--- config.mk ---
export PLATFORM = sky130hd
export DESIGN_NAME = sample_collector
export DESIGN_NICKNAME = d
export VERILOG_FILES = /design/src/rtl/sample_collector.sv
export SDC_FILE = /design/constraint.sdc
export NUM_CORES = 2
export LEC_CHECK = 0
export CAP_MARGIN = 20
export CORE_MARGIN = 3
export CORE_UTILIZATION = 57
export DETAILED_ROUTE_END_ITERATION = 8
export PLACE_DENSITY = 0.76
export SYNTH_ARGS = -nofsm -noshare
export SYNTH_HDL_FRONTEND = slang
export SYNTH_SLANG_ARGS = --single-unit
--- constraint.sdc ---
create_clock -name clk -period 5.61 [get_ports clk]
set_input_delay 1.122 -clock clk [delete_from_list [all_inputs] [get_ports clk]]
set_output_delay 1.122 -clock clk [all_outputs]
set_load 0.03 [all_outputs]
--- src/rtl/sample_collector.sv ---
// sample_collector: round-robin pin sample poller feeding a first-word-fall-through FIFO
module sample_collector #(
  parameter int NUM_CHANNELS = 8,
  parameter int FIFO_DEPTH   = 64,
  parameter int ADDR_W       = 6,
  parameter int RD_LATENCY   = 1
) (
  input  logic              clk,
  input  logic              reset,
  input  logic              enable,
  input  logic              clear,
  output logic              output_sample,
  output logic [7:0]        channel_select,
  input  logic [31:0]       sample_data,
  input  logic              fifo_rd,
  output logic [31:0]       fifo_data,
  output logic              fifo_empty,
  output logic              fifo_full,
  output logic [ADDR_W:0]   fifo_count,
  output logic              overflow
);
  localparam int CW = NUM_CHANNELS > 1 ? $clog2(NUM_CHANNELS) : 1;
  typedef enum logic [1:0] {IDLE, REQ, WAIT, CAPT} state_t;
  state_t state_q, state_d;
  logic [CW-1:0] ch_q, ch_d;
  logic [1:0] wait_q, wait_d;
  logic req_q, req_d, ovf_q, ovf_d;
  logic [7:0] sel_q, sel_d;
  logic [ADDR_W-1:0] wptr_q, wptr_d, rptr_q, rptr_d;
  logic [ADDR_W:0] count_q, count_d;
  logic [15:0] last_q [NUM_CHANNELS];
  logic [31:0] mem_q [FIFO_DEPTH];
  logic [15:0] cnt, last;
  logic [14:0] pos;
  logic capt, take, push, full, empty, wr, rd;
  always_comb begin
    cnt = sample_data[31:16];
    pos = sample_data[15:1];
    last = last_q[ch_q];
    capt = state_q == CAPT;
    // a word tagged for another channel is ignored unless it is all-zero (absent pin)
    take = capt && (pos == 15'(ch_q) || sample_data == '0);
    push = take && cnt != 16'd0 && cnt != last;
    full = count_q == (ADDR_W+1)'(FIFO_DEPTH);
    empty = count_q == '0;
    wr = push && !full;
    rd = fifo_rd && !empty;
    ovf_d = ovf_q | (push && full);
    wptr_d = wptr_q + ADDR_W'(wr);
    rptr_d = rptr_q + ADDR_W'(rd);
    count_d = count_q + (ADDR_W+1)'(wr) - (ADDR_W+1)'(rd);
    ch_d = capt ? (ch_q == CW'(NUM_CHANNELS-1) ? '0 : ch_q + CW'(1)) : ch_q;
    state_d = state_q;
    wait_d = wait_q;
    unique case (state_q)
      IDLE: state_d = enable ? REQ : IDLE;
      REQ: begin
        state_d = RD_LATENCY > 1 ? WAIT : CAPT;
        wait_d = 2'(RD_LATENCY-2);
      end
      WAIT: begin
        state_d = wait_q == 2'd0 ? CAPT : WAIT;
        wait_d = wait_q - 2'd1;
      end
      CAPT: state_d = enable ? REQ : IDLE;
    endcase
    req_d = state_d == REQ;
    sel_d = state_d == REQ ? 8'(ch_d) : sel_q;
    if (clear) begin
      state_d = IDLE;
      ch_d = '0;
      req_d = 1'b0;
      sel_d = '0;
      wptr_d = '0;
      rptr_d = '0;
      count_d = '0;
      ovf_d = 1'b0;
    end
  end
  always_ff @(posedge clk or posedge reset) begin
    if (reset) begin
      state_q <= IDLE;
      ch_q <= '0;
      wait_q <= '0;
      req_q <= 1'b0;
      sel_q <= '0;
      wptr_q <= '0;
      rptr_q <= '0;
      count_q <= '0;
      ovf_q <= 1'b0;
      for (int i = 0; i < NUM_CHANNELS; i++) last_q[i] <= '0;
    end else begin
      state_q <= state_d;
      ch_q <= ch_d;
      wait_q <= wait_d;
      req_q <= req_d;
      sel_q <= sel_d;
      wptr_q <= wptr_d;
      rptr_q <= rptr_d;
      count_q <= count_d;
      ovf_q <= ovf_d;
      for (int i = 0; i < NUM_CHANNELS; i++)
        if (clear) last_q[i] <= '0;
        else if (take && ch_q == CW'(i)) last_q[i] <= cnt;
    end
  end
  always_ff @(posedge clk) begin
    if (wr && !clear) mem_q[wptr_q] <= sample_data;
  end
  assign output_sample = req_q;
  assign channel_select = sel_q;
  assign fifo_data = empty ? '0 : mem_q[rptr_q];
  assign fifo_empty = empty;
  assign fifo_full = full;
  assign fifo_count = count_q;
  assign overflow = ovf_q;
endmodule
==> flow_summary.json <==
{
  "clkLatencyLatePin_ps": 840,
  "drc": 0,
  "grt_max_degree": 117,
  "core_area_um2": 152000,
  "overflow": 0,
  "violations": "negative setup slack",
  "clock-sinks": 2207,
  "cts-root-buf": "clkbuf_16",
  "r2r_slack_ps": 880,
  "cts-buffers-inserted": 206,
  "yosysTopAreaCell": "edfxtp_1",
  "ios": 88,
  "setup_viol": 1,
  "synth_area_leaders": "edfxtp_1 70%, mux4_2 7.5%, mux2i_1 7.0%, dfrtp_1 4.5%, o221ai_1 2.4%",
  "yosys.area_share.adder": 0.00352,
  "grt_pass1_wl_mm": 333,
  "gp_congestion": 0.829,
  "fill_cells": 9787,
  "cp.arrival_ps": 4490,
  "synth_xor_area_frac": 0.00300,
  "vias": 48277,
  "synthSimpleGateAreaFrac": 0.0261,
  "seq_power_share": 0.479,
  "regArea_um2": 65500,
  "initial_core_util": 0.574,
  "nets": 4976,
  "period_minus_slack_ps": 5610,
  "cp_data_required_time_ps": 4490,
  "wirelength_mm": 230,
  "synth_edf_count": 2048,
  "grt_setup_unrepaired": "no",
  "worst_slack_ps": -1.75,
  "tightestPinTransition_ps": 1310,
  "finalHoldViolations": 0,
  "p_sw_mw": 9.52,
  "critPathLaunchType": "register",
  "tritoncts": "built",
  "drv_cap": 0,
  "critPathCaptureType": "output port",
  "timing.setup.tns_ps": -1.75,
  "syn_area_um2": 87500,
  "multiInputGateArea_um2": 20800,
  "design_area_um2": 98700,
  "die_w_um": 398,
  "final_max_slew_viol_count": 0,
  "p_sw_frac": 0.252,
  "synthDistinctLibCells": 50,
  "p_leak_nw": 31.5,
  "cp_max_fo": 57,
  "synth-main-ff-cell": "edfxtp_1",
  "worst_r2r_path_depth": 10,
  "slew-limit-headroom": 0.123,
  "cts_buffer_depth": 3,
  "synthCells": 4692,
  "ant_nets": 0,
  "status": "complete, but fails checks",
  "groute.usage.overall": 0.293,
  "cp-endpoint": "fifo_data[6]",
  "drtIter0Drc": 6876,
  "power_frac_clock": 0.352,
  "grt_pass1_vias": 48239,
  "synth-compound-area-share": 0.0539,
  "power_density_nw_per_um2": 382,
  "crit_path_start": "rptr_q[1]",
  "combPwrFrac": 0.169,
  "clkSlewWorstSetupHoldPaths_ps": 60,
  "ys_warn_count": 0,
  "critical_path_class": "reg -> out",
  "pre_cts_ws_ps": 617,
  "drive_above_1_share": 0.197,
  "htreeDepth": 4,
  "io_buffer_count": 82,
  "hpwl_mm": 122,
  "hold_slack_ps": 518,
  "placed_area_um2": 92200,
  "muxShareOfSynthArea": 0.147,
  "die_area_um2": 158000,
  "fmax_mhz": 178,
  "wire_per_inst_um": 32.3,
  "skew_ps": 39.0,
  "ys_async_sr_fraction": 0.0720,
  "ys_seq_area_frac": 0.749,
  "avgSynthCellArea_um2": 18.6,
  "yosys_register_bits": 2207,
  "vias_per_cell": 6.78,
  "rows": 143,
  "synth_top_family_by_area": "multiplexers",
  "p_int_mw": 28.2,
  "syn_to_final_growth_pct": 12.9,
  "r2r-end": "mem_q[32][7]",
  "period_share": 1.00,
  "ir_drop_mv": 0.499,
  "netlist.area_leader.share": 0.703,
  "dieHeight_um": 398,
  "antenna_found_initial": 5,
  "min_path_type": "reg -> reg",
  "r2r-start": "ch_q[0]",
  "p_total_mw": 37.7,
  "drtPass1Iterations": 5
}
[logic make-up (layout without fill, tap and decap cells)]
family | Yosys count | in the layout
and+or+nand+nor | 515 | 515
adders and majority gates | 24 | 24
DFF | 2207 | 2207
buffers and inverters | 345 | 732
AOI/OAI and AO/OA | 653 | 653
other | 1 | 8
xor gates and xnor gates | 30 | 30
muxes | 917 | 917
[state kept, by name, summed over array words and instances, names as in the netlist]
name and count:
fifo_count 7, output_sample 1, last_q 128, overflow 1, mem_q 2048, ch_q 3, rptr_q 6, wait_q 2
wptr_q 6, state_q 2, channel_select 3
[cells in the mapped netlist, types with 2 or more instances]
master    number
edfxtp_1    2048
mux2i_1      610
mux4_2       290
o221ai_1     244
nand2_1      231
clkbuf_1     183
dfrtp_1      159
a21oi_1      132
o22ai_1      131
a211oi_1     128
nor2_1       124
buf_2         87
nor3_1        67
nand3_1       35
buf_4         23
ha_1          23
inv_1         20
buf_1         17
mux2_2        17
xor2_1        17
xnor2_1       13
nor4_1        12
buf_6         10
a221oi_1       8
nor2b_1        7
nor3_2         7
nand2b_1       5
and3_1         4
nand4_1        4
nor3b_1        4
o21ai_0        4
nand3_4        3
a21o_1         2
and2_1         2
buf_8          2
nand3b_1       2
o31ai_1        2
or3_1          2
or4_1          2
[metal layers]
metal | routed length, µm | part of all wire | global-route usage
met1 | 82900 | 0.36 | 0.397
met2 | 108000 | 0.47 | 0.449
met3 | 29300 | 0.13 | 0.0884
met4 | 9570 | 0.042 | 0.117
met5 | 0 | 0 | 0
[metrics by stage]
stage / util / cells
after floorplan: - / 4696
after global placement: 0.605 / 6726
after detailed placement: 0.605 / 6727
after CTS: 0.648 / 7107
after global routing: 0.648 / 7116
final: 0.648 / 7116
[power by group through the flow]
stage / Sequential [mW] / Clock, mW / Combinational, mW
final: 18.1 / 13.3 / 6.39
after global routing: 18.1 / 14.0 / 6.67
after CTS: 18.1 / 13.4 / 6.30
after detailed placement: 18.4 / 0 / 6.13
after global placement: 18.4 / 0 / 6.04
after floorplan: 18.4 / 0 / 3.83
[timing repair]
item,CTS,global route
hold buffers,0,0
resized for setup,4,2
buffers inserted,4,0
endpoints found under the setup margin,17,2
[cells in the final DEF, fill, tap and decap left out, types with 43 or more instances in the layout]
master	n
o221ai_1	244
clkinv_1	53
clkbuf_16	211
buf_12	70
nand2_1	230
edfxtp_1	2048
o22ai_1	131
clkbuf_1	43
nor2_1	124
dfrtp_1	152
a211oi_1	117
mux4_2	290
nor3_2	57
buf_4	207
mux2i_1	610
a21oi_1	132
[how the worst min path moves through the flow]
stage                start          end  slack (ps)  cells after the start
2_1_floorplan  last_q[100]  last_q[100]         480                      2
3_3_place_gp   last_q[110]  last_q[110]         500                      2
3_5_place_dp    last_q[29]   last_q[29]         510                      2
4_1_cts          last_q[9]    last_q[9]         520                      2
5_1_grt          last_q[9]    last_q[9]         540                      2
6_report        last_q[55]   last_q[55]         520                      2
[area by class of cell]
type,instances,share of cell area
flip-flops and latches,2207,0.664
multi-input cells,2144,0.211
clock buffers,254,0.0551
repair buffers,334,0.0340
well taps,2030,0.0257
clock inverters,122,0.00963
inverters,22,0.000938
diodes,3,0.0000760
[critical path, cell delays in order (launching register included)]
cell and delay, ps:
dfrtp_4 480, buf_12 390, buf_4 500, mux4_2 310, o22ai_1 80, a211oi_1 530, a21oi_1 200, a211oi_1 700
buf_4 300, buf_12 130
Note: power is estimated with default switching activity, not from simulation.
